$ cat src/rtl/warp_issue_scheduler_if.sv
// Issue-unit handshake bundle: kernel launch, per-warp issue/exit
// requests and grants, and the liveness/status outputs of the IU.
interface warp_issue_scheduler_if #(
    parameter int NUM_WARPS = 8,
    parameter int WID_W     = 3
);
    logic                 Start_IU;
    logic [WID_W:0]       NumWarps_IU;
    logic [NUM_WARPS-1:0] Req_IB_IU;
    logic [NUM_WARPS-1:0] Exit_Req_IB_IU;
    logic                 Stall_IU;
    logic [NUM_WARPS-1:0] Grt_IU_IB;
    logic [NUM_WARPS-1:0] Exit_Grt_IU_IB;
    logic                 Issue_Valid_IU_OC;
    logic [WID_W-1:0]     Issue_WarpID_IU_OC;
    logic [NUM_WARPS-1:0] Alive_IU;
    logic                 Busy_IU;
    logic                 Done_IU;
    logic [31:0]          IssueCnt_IU;

    // Front end (instruction buffers / launch control) side
    modport master (
        output Start_IU, NumWarps_IU, Req_IB_IU, Exit_Req_IB_IU, Stall_IU,
        input  Grt_IU_IB, Exit_Grt_IU_IB, Issue_Valid_IU_OC, Issue_WarpID_IU_OC,
        input  Alive_IU, Busy_IU, Done_IU, IssueCnt_IU
    );

    // Issue unit side
    modport slave (
        input  Start_IU, NumWarps_IU, Req_IB_IU, Exit_Req_IB_IU, Stall_IU,
        output Grt_IU_IB, Exit_Grt_IU_IB, Issue_Valid_IU_OC, Issue_WarpID_IU_OC,
        output Alive_IU, Busy_IU, Done_IU, IssueCnt_IU
    );
endinterface

$ cat src/rtl/warp_issue_scheduler.sv
// Warp issue scheduler: zero-latency issue arbitration (loose round-robin,
// optionally greedy), fixed-priority exit arbitration, and warp liveness
// tracking from kernel launch to the kernel-done pulse.
module warp_issue_scheduler #(
    parameter int NUM_WARPS = 8,
    parameter int WID_W     = 3,
    parameter int GREEDY    = 0
) (
    input logic                    clk,
    input logic                    rst,
    warp_issue_scheduler_if.slave  iu
);

    typedef enum logic [1:0] {S_IDLE = 2'd0, S_RUN = 2'd1, S_DONE = 2'd2} state_t;

    state_t               state_q, state_d;
    logic [NUM_WARPS-1:0] alive_q, alive_d;
    logic [WID_W-1:0]     ptr_q, ptr_d;
    logic [WID_W-1:0]     last_q, last_d;
    logic [31:0]          cnt_q, cnt_d;
    logic                 busy_q, busy_d;
    logic                 done_q, done_d;

    logic                 gate;
    logic [NUM_WARPS-1:0] xelig, xgrt, elig, grt;
    logic [NUM_WARPS-1:0] launch_mask;
    logic [WID_W:0]       n_launch;
    logic [WID_W-1:0]     win, idx;
    logic                 found;

    // Issue counter increment that sticks at all-ones instead of wrapping
    function automatic logic [31:0] sat_inc(input logic [31:0] v);
        return (v == 32'hFFFF_FFFF) ? v : v + 32'd1;
    endfunction

    // Eligibility and exit grant; the exit winner is masked out of issue
    always_comb begin
        gate  = (state_q == S_RUN) && !iu.Stall_IU;
        xelig = iu.Exit_Req_IB_IU & alive_q & {NUM_WARPS{gate}};
        xgrt  = xelig & (~xelig + NUM_WARPS'(1));
        elig  = iu.Req_IB_IU & alive_q & {NUM_WARPS{gate}} & ~xgrt;
    end

    // Issue arbiter: greedy hold on the last warp, else first eligible from ptr
    always_comb begin
        found = 1'b0;
        win   = ptr_q;
        idx   = '0;
        if (GREEDY != 0 && elig[last_q]) begin
            found = 1'b1;
            win   = last_q;
        end
        for (int i = 0; i < NUM_WARPS; i++) begin
            idx = ptr_q + WID_W'(i);
            if (!found && elig[idx]) begin
                found = 1'b1;
                win   = idx;
            end
        end
        grt = found ? (NUM_WARPS'(1) << win) : '0;
    end

    // Launch mask: out-of-range warp counts (0 or too many) mean all warps
    always_comb begin
        n_launch = (iu.NumWarps_IU == '0 || iu.NumWarps_IU > (WID_W+1)'(NUM_WARPS))
                   ? (WID_W+1)'(NUM_WARPS) : iu.NumWarps_IU;
        launch_mask = '0;
        for (int i = 0; i < NUM_WARPS; i++) begin
            launch_mask[i] = ((WID_W+1)'(i) < n_launch);
        end
    end

    // Next state: FSM, liveness, arbitration pointers and issue counter
    always_comb begin
        state_d = state_q;
        alive_d = alive_q;
        ptr_d   = ptr_q;
        last_d  = last_q;
        cnt_d   = cnt_q;
        if (found) begin
            ptr_d  = win + WID_W'(1);
            last_d = win;
            cnt_d  = sat_inc(cnt_q);
        end
        case (state_q)
            S_IDLE: begin
                if (iu.Start_IU) begin
                    state_d = S_RUN;
                    alive_d = launch_mask;
                    cnt_d   = '0;
                end
            end
            S_RUN: begin
                alive_d = alive_q & ~xgrt;
                if ((|xgrt) && (alive_d == '0)) begin
                    state_d = S_DONE;
                end
            end
            S_DONE:  state_d = S_IDLE;
            default: state_d = S_IDLE;
        endcase
        busy_d = (state_d == S_RUN);
        done_d = (state_d == S_DONE);
    end

    // State registers; reset drops straight back to IDLE with nothing live
    always_ff @(posedge clk or negedge rst) begin
        if (!rst) begin
            state_q <= S_IDLE;
            alive_q <= '0;
            ptr_q   <= '0;
            last_q  <= '0;
            cnt_q   <= '0;
            busy_q  <= 1'b0;
            done_q  <= 1'b0;
        end else begin
            state_q <= state_d;
            alive_q <= alive_d;
            ptr_q   <= ptr_d;
            last_q  <= last_d;
            cnt_q   <= cnt_d;
            busy_q  <= busy_d;
            done_q  <= done_d;
        end
    end

    assign iu.Grt_IU_IB          = grt;
    assign iu.Exit_Grt_IU_IB     = xgrt;
    assign iu.Issue_Valid_IU_OC  = found;
    assign iu.Issue_WarpID_IU_OC = found ? win : '0;
    assign iu.Alive_IU           = alive_q;
    assign iu.Busy_IU            = busy_q;
    assign iu.Done_IU            = done_q;
    assign iu.IssueCnt_IU        = cnt_q;

endmodule

$ cat src/flat_wrapper.sv
// flat-port wrapper written by rule: the top's interface ports become plain ports
module warp_issue_scheduler_flat 
#(
    parameter int NUM_WARPS = 8,
    parameter int WID_W     = 3,
    parameter int GREEDY    = 0
)
  (clk, rst, iu_Start_IU, iu_NumWarps_IU, iu_Req_IB_IU, iu_Exit_Req_IB_IU, iu_Stall_IU, iu_Grt_IU_IB, iu_Exit_Grt_IU_IB, iu_Issue_Valid_IU_OC, iu_Issue_WarpID_IU_OC, iu_Alive_IU, iu_Busy_IU, iu_Done_IU, iu_IssueCnt_IU);
  warp_issue_scheduler_if #(.NUM_WARPS(NUM_WARPS), .WID_W(WID_W)) iu_i ();
  input logic clk;
  input logic rst;
  input wire logic [$bits(iu_i.Start_IU)-1:0] iu_Start_IU;
  input wire logic [$bits(iu_i.NumWarps_IU)-1:0] iu_NumWarps_IU;
  input wire logic [$bits(iu_i.Req_IB_IU)-1:0] iu_Req_IB_IU;
  input wire logic [$bits(iu_i.Exit_Req_IB_IU)-1:0] iu_Exit_Req_IB_IU;
  input wire logic [$bits(iu_i.Stall_IU)-1:0] iu_Stall_IU;
  output wire logic [$bits(iu_i.Grt_IU_IB)-1:0] iu_Grt_IU_IB;
  output wire logic [$bits(iu_i.Exit_Grt_IU_IB)-1:0] iu_Exit_Grt_IU_IB;
  output wire logic [$bits(iu_i.Issue_Valid_IU_OC)-1:0] iu_Issue_Valid_IU_OC;
  output wire logic [$bits(iu_i.Issue_WarpID_IU_OC)-1:0] iu_Issue_WarpID_IU_OC;
  output wire logic [$bits(iu_i.Alive_IU)-1:0] iu_Alive_IU;
  output wire logic [$bits(iu_i.Busy_IU)-1:0] iu_Busy_IU;
  output wire logic [$bits(iu_i.Done_IU)-1:0] iu_Done_IU;
  output wire logic [$bits(iu_i.IssueCnt_IU)-1:0] iu_IssueCnt_IU;
  assign iu_i.Start_IU = iu_Start_IU;
  assign iu_i.NumWarps_IU = iu_NumWarps_IU;
  assign iu_i.Req_IB_IU = iu_Req_IB_IU;
  assign iu_i.Exit_Req_IB_IU = iu_Exit_Req_IB_IU;
  assign iu_i.Stall_IU = iu_Stall_IU;
  assign iu_Grt_IU_IB = iu_i.Grt_IU_IB;
  assign iu_Exit_Grt_IU_IB = iu_i.Exit_Grt_IU_IB;
  assign iu_Issue_Valid_IU_OC = iu_i.Issue_Valid_IU_OC;
  assign iu_Issue_WarpID_IU_OC = iu_i.Issue_WarpID_IU_OC;
  assign iu_Alive_IU = iu_i.Alive_IU;
  assign iu_Busy_IU = iu_i.Busy_IU;
  assign iu_Done_IU = iu_i.Done_IU;
  assign iu_IssueCnt_IU = iu_i.IssueCnt_IU;
  warp_issue_scheduler #(.NUM_WARPS(NUM_WARPS), .WID_W(WID_W), .GREEDY(GREEDY)) u_core (.clk(clk), .rst(rst), .iu(iu_i));
endmodule
$ cat config.mk
export PLATFORM = sky130hd
export DESIGN_NAME = warp_issue_scheduler_flat
export DESIGN_NICKNAME = d
export VERILOG_FILES = /design/src/rtl/warp_issue_scheduler_if.sv /design/src/rtl/warp_issue_scheduler.sv /design/src/flat_wrapper.sv
export SDC_FILE = /design/constraint.sdc
export NUM_CORES = 1
export LEC_CHECK = 0
export CAP_MARGIN = 30
export CORE_ASPECT_RATIO = 0.6
export CORE_UTILIZATION = 52
export CTS_CLUSTER_DIAMETER = 30
export DETAILED_ROUTE_END_ITERATION = 12
export HOLD_SLACK_MARGIN = 0.02
export PLACE_DENSITY_LB_ADDON = 0.1
export SLEW_MARGIN = 20
export SYNTH_ARGS = -nofsm -noshare
export SYNTH_HDL_FRONTEND = slang
export SYNTH_SLANG_ARGS = --single-unit
$ cat constraint.sdc
create_clock -name clk -period 6 [get_ports clk]
set_clock_uncertainty 0.05 [all_clocks]
set_input_delay 0.9 -clock clk [delete_from_list [all_inputs] [get_ports clk]]
set_output_delay 0.9 -clock clk [all_outputs]
set_load 0.03 [all_outputs]
## After elaboration in Yosys (flattened, before gate mapping)

Cells that the tools add are included.

| storage, ports and cells | value |
|---|---|
| output and inout bits | 62 |
| memory bits (read-only) | 0 |
| memory bits (writable) | 0 |
| memories kept | 0 |
| word-level logic and storage cells | 115 |
| bits in registers | 47 |
| bits in latches | 0 |
| input bits | 24 |

| operators by class | value |
|---|---|
| magnitude comparators | 17 |
| mux-type cells | 43 |
| reduce and logical (&&, ||, !) cells | 24 |
| divide/modulo/power cells | 0 |
| $mul | 0 |
| shifts and indexed selects | 1 |
| bitwise logic cells | 9 |
| add/sub/neg operators | 10 |
| eq/ne operators | 5 |

Operators by type and width:

| cell | count |
|---|---|
| 32-bit 2-to-1 mux | 4 |
| 8-bit bitwise AND | 7 |
| 32-bit by 1-bit adder with 32-bit output, second input constant | 1 |
| 32-bit == test, second input constant | 1 |
| 3-bit by 4-bit < comparator with 1-bit output, second input constant | 8 |
| 1-bit binary-select mux with 3-bit select | 8 |
| 3-bit 2-to-1 mux | 8 |
| 3-bit by 4-bit < comparator with 1-bit output, first input constant | 4 |
| 1-bit 2-to-1 mux | 16 |
| 8-bit 2-to-1 mux | 2 |
| 8-bit inverter | 2 |
| 8-bit one-hot mux with 2 select lines | 1 |
| 3-bit adder, second input constant | 4 |
| 1-bit logical AND | 9 |
| 8-bit by 1-bit adder with 8-bit output, second input constant | 1 |
| 1-bit logical NOT | 8 |
| 8-bit logical NOT | 1 |
| 1-bit by 4-bit < comparator with 1-bit output, first input constant | 2 |
| 2-bit by 4-bit < comparator with 1-bit output, first input constant | 2 |
| 8-bit OR reduction | 1 |
| 1-bit by 3-bit << shifter with 8-bit output, first input constant | 1 |
| 3-bit by 1-bit adder with 3-bit output, second input constant | 2 |
| 3-bit by 2-bit adder with 3-bit output, second input constant | 2 |
| 2-bit by 1-bit == test with 1-bit output, second input constant | 2 |
| other kinds (11) | 12 |

## Longest topological paths before layout

| logic depth | value |
|---|---|
| word-level depth | 35 |
| mapped depth | 16 |
| gate-level depth less buffers | 15 |

## Worst setup path before layout

Ideal clock, no wire load.

| timing path | value |
|---|---|
| kind | in2out |
| from | input iu_Exit_Req_IB_IU[0] |
| to | output iu_Grt_IU_IB[3] |
| buffers on the path | 2 |
| arrival time | 4072 ps |
| path slack | 978 ps |
| stages | 15 |
| cells stage by stage | buf_2 a222oi_1 buf_4 nand3_2 o2111ai_2 a32oi_2 nor3_2 a2bb2oi_1 a22oi_1 a221oi_1 a31oi_1 inv_1 ha_1 ha_1 nor2b_1 |

| on the way | value |
|---|---|
| cells in the longest elaborated chain, start to end | 33 |
| elaborated cells on any way between the ends | 54 |

RTL lines:

| what | RTL line | text |
|---|---|---|
| start: declaration | flat_wrapper.sv:15 | `input wire logic [$bits(iu_i.Exit_Req_IB_IU)-1:0] iu_Exit_Req_IB_IU;` |
| 8-bit bitwise AND (*) (2 in series) | warp_issue_scheduler.sv:39 | `xelig = iu.Exit_Req_IB_IU & alive_q & {NUM_WARPS{gate}};` |
| 8-bit inverter | warp_issue_scheduler.sv:40 | `xgrt = xelig & (~xelig + NUM_WARPS'(1));` |
| 8-bit by 1-bit adder with 8-bit output | warp_issue_scheduler.sv:40 |  |
| 8-bit bitwise AND (*) | warp_issue_scheduler.sv:40 |  |
| 8-bit inverter (*) | warp_issue_scheduler.sv:41 | `elig = iu.Req_IB_IU & alive_q & {NUM_WARPS{gate}} & ~xgrt;` |
| 8-bit bitwise AND (*) | warp_issue_scheduler.sv:41 |  |
| 1-bit binary-select mux with 3-bit select | warp_issue_scheduler.sv:55 | `if (!found && elig[idx]) begin` |
| 1-bit 2-to-1 mux (implied by the code) | warp_issue_scheduler.sv:55 |  |
| [... 16 more ...] | -- |  |
| 1-bit logical NOT | warp_issue_scheduler.sv:55 |  |
| 1-bit logical AND | warp_issue_scheduler.sv:55 |  |
| 1-bit 2-to-1 mux | warp_issue_scheduler.sv:55 |  |
| 1-bit logical NOT | warp_issue_scheduler.sv:55 |  |
| 1-bit logical AND | warp_issue_scheduler.sv:55 |  |
| 3-bit 2-to-1 mux | warp_issue_scheduler.sv:55 |  |
| 1-bit by 3-bit << shifter with 8-bit output | warp_issue_scheduler.sv:60 | `grt = found ? (NUM_WARPS'(1) << win) : '0;` |
| 8-bit 2-to-1 mux (*) | warp_issue_scheduler.sv:60 |  |
| end: declaration | flat_wrapper.sv:17 | `output wire logic [$bits(iu_i.Grt_IU_IB)-1:0] iu_Grt_IU_IB;` |

Every way passes the cells marked *; elsewhere a longest branch is shown, timed or not. The select of a mux whose other input is x is not followed.

## Worst setup path after layout

Ends and elaborated chain as after synthesis.

==> flow_summary.ini <==
[clock_network]
insertion_delay_ps = 290
cts_buffers = 5
numClockSinks = 47
clockBufferDepth = 2
cts_tree = done
htreeDepth = 2
root_buffer = clkbuf_16
holdBufCountCts = 0
path_clk_slew_ps = 60

[hold_path]
worstHoldPathType = input pin to asynchronous set/reset pin

[layout]
finish.utilization_pct = 74.6
antenna_cells_inserted = 0
nets = 602
final_common_cell = clkdlybuf4s50_1
syn_to_final_growth_pct = 34.2
mostFrequentLayoutCells = clkdlybuf4s50_1, nor2_1, dfrtp_1
drive_gt1_share_pct = 13.7
stdcell_count = 657

[route]
vias = 4195
wire_per_inst_um = 19.5
wirelength_mm = 12.8
antenna_left = 0
routed_via_density = 6.39
route.detailed.drc = 0
first_iter_violations = 593
first_pass_iters = 6

[power]
power_uw = 632
peakVddDrop_mv = 0.146
clockPowerShare_pct = 43.0
powerDensity_nw_per_um2 = 123
p_sw_share_pct = 22.1
p_leak_uw = 0.00204
p_switching_uw = 140
combPwrFrac_pct = 6.9
power.share.sequential_pct = 50.1
intPower_uw = 492

[critical_path]
cp-end-kind = primary output
cp_slowest_stage_delay_ps = 450
cp_slowest_cell = clkdlybuf4s50_1
path_cells = clkdlybuf4s50_1 > a222oi_1 > buf_4 > nand3_2 > o2111ai_4 > a21oi_1 > o32a_1 > buf_4 > o2bb2ai_4 > nor3_2 > a221oi_1 > a31oi_1 > inv_1 > ha_1 > ha_1 > nor2b_1 > dlygate4sd2_1
startpoint_type = input pin
cp_max_fo = 9
cp_num_buf_inv = 5
cp.arrival_ps = 4760
critical_path_class = input pin to primary output
cp.required_ps = 5050
cpLargestDelayFamily = compound AO/OA/AOI/OAI gates

[synthesis]
ys_ff_latch = 47
synth-edff-count = 0
synth_ff_type = dfrtp_1
synth_fp_nets = 498
yosysSeqAreaShare_pct = 30.8
synthDistinctLibCells = 70
async_flop_share_pct = 100
syn_avg_cell_area_um2 = 8.22
syn_area_um2 = 3820
yosysWarnings = 0
syn_inst = 465

[floorplan]
die_area_um2 = 7710
die_y_um = 68.4
die_x_um = 113
start_util_pct = 55.6
core_um2 = 6880
ios = 86
placementRows = 23

[global_route]
use_met2_pct = 48.9
grt_pass1_wl_mm = 20.0
antenna_found_initial = 0
track_usage_pct = 34.1
top_usage_layer = met1
grt_max_degree = 31
grt.overflow.total = 0
grt_pass1_vias = 3733
grtUsageMet3_pct = 10.3
met1_usage_pct = 50.5

[sta]
hold_violations = 0
finalCriticalPeriod_ps = 5710
min_period_over_period_pct = 95.1
max_freq_mhz = 175
whs_ps = 499
setup_viol = 0
grt_setup_unrepaired = no
relSlewSlack_pct = 48.4
tightest_slew_ps = 767
setup_slack_ps = 291
drv_slew = 0

[placement]
portBuffers = 85
detailed_place_hpwl_mm = 9.64
dp_cells = 648
place_ws_ps = -1.88
place.gp.congestion = 0.894

[run]
cap_violations = 0

[outcome]
outcome = complete, no violations
[Yosys cell counts (4+ instances only)]
master,instances,area [um^2]
dfrtp_1,47,1180
o211ai_1,4,30.0
ha_1,9,113
and2_1,5,31.3
inv_1,12,45.0
nor4b_1,4,35.0
nor3_1,30,150
xnor2_1,32,280
o22ai_1,5,31.3
o21ai_0,23,115
mux2i_1,10,100
a22oi_1,5,37.5
nand2_1,41,154
clkbuf_1,15,56.3
a21oi_1,14,70.1
and3_1,13,81.3
nor2_1,63,236
a211oi_1,7,52.6
nor4_1,5,31.3
nand3_1,22,110
nand4_1,13,81.3
[state kept, by name (all words and copies together), names as in the netlist]
register and count:
u_core.iu.Alive_IU 8, u_core.ptr_q 3, u_core.iu.Done_IU 1, u_core.iu.Busy_IU 1, u_core.iu.IssueCnt_IU 32, u_core.state_q 2
[routing by layer]
| layer | part of all wire [%] | vias to the layer above |
|---|---|---|
| li1 | - | 1921 |
| met1 | 47 | 2009 |
| met2 | 41 | 241 |
| met3 | 11 | 24 |
| met4 | 1.2 | 0 |
| met5 | 0 | - |
[power by group through the flow]
stage	Clock [uW]	Combinational [uW]	Sequential, uW
5_1_grt	293	47.6	317
3_5_place_dp	0	42.4	323
6_report	272	43.4	317
3_3_place_gp	0	40.0	323
4_1_cts	274	42.8	317
2_1_floorplan	0	8.06	323
[worst register-to-register path, stage by stage (launching register included)]
cell and delay [ps]:
dfrtp_1 550, or4b_1 660, a211oi_1 320, buf_4 190, or2_1 130, a2bb2oi_2 240, o32a_1 220, buf_4 140
o2bb2ai_4 160, nor3_2 90, buf_4 140, and3_1 160, o31ai_4 320, inv_1 90, ha_1 300, nand2_1 60
o21ai_1 60
[cell families after synthesis]
group | Yosys count | share of synthesized area, %
and+or+nand+nor | 224 | 30.3
AOI/OAI and AO/OA | 100 | 19.4
DFF | 47 | 30.8
buffers and inverters | 38 | 4.32
xor gates and xnor gates | 34 | 7.79
muxes | 13 | 4.39
adders and majority gates | 9 | 2.95
[through the flow]
step / cell area, um^2 / TNS (ps)
floorplan: 3820 / 0
global placement: 4900 / 0
detailed placement: 4930 / -1.88
CTS: 5070 / 0
global route: 5130 / 0
finish: 5130 / 0
[final timing paths]
kind / slack [ps] / cells after the start / to / start
worst max-delay path: 290 / 17 / iu_Grt_IU_IB[3] / iu_Exit_Req_IB_IU[0]
worst min-delay path: 500 / 1 / u_core.iu.IssueCnt_IU[18]$_DFF_PN0_ / rst
worst max register to register: 2000 / 16 / u_core.ptr_q[2]$_DFFE_PN0N_ / u_core.ptr_q[0]$_DFFE_PN0N_
worst min register to register: 510 / 2 / u_core.iu.IssueCnt_IU[26]$_DFF_PN0_ / u_core.iu.IssueCnt_IU[26]$_DFF_PN0_
max in group asynchronous: 4870 / 2 / u_core.iu.IssueCnt_IU[29]$_DFF_PN0_ / rst
min in group clk: 510 / 2 / u_core.iu.IssueCnt_IU[26]$_DFF_PN0_ / u_core.iu.IssueCnt_IU[26]$_DFF_PN0_
[what timing repair did]
item,4_1_cts,5_1_grt
setup endpoints to repair,2,5
cloned,0,0
setup buffers,0,1
gates resized for setup,2,10
[layout make-up]
class / count / area [um^2]
repair buffers: 121 / 1130
inverters: 14 / 52.6
clock inverters: 1 / 5.00
well taps: 87 / 109
flip-flops and latches: 47 / 1180
multi-input cells: 380 / 2530
clock buffers: 7 / 133
fillers: 526 / 1750
Power figures use the tool's default switching activity.
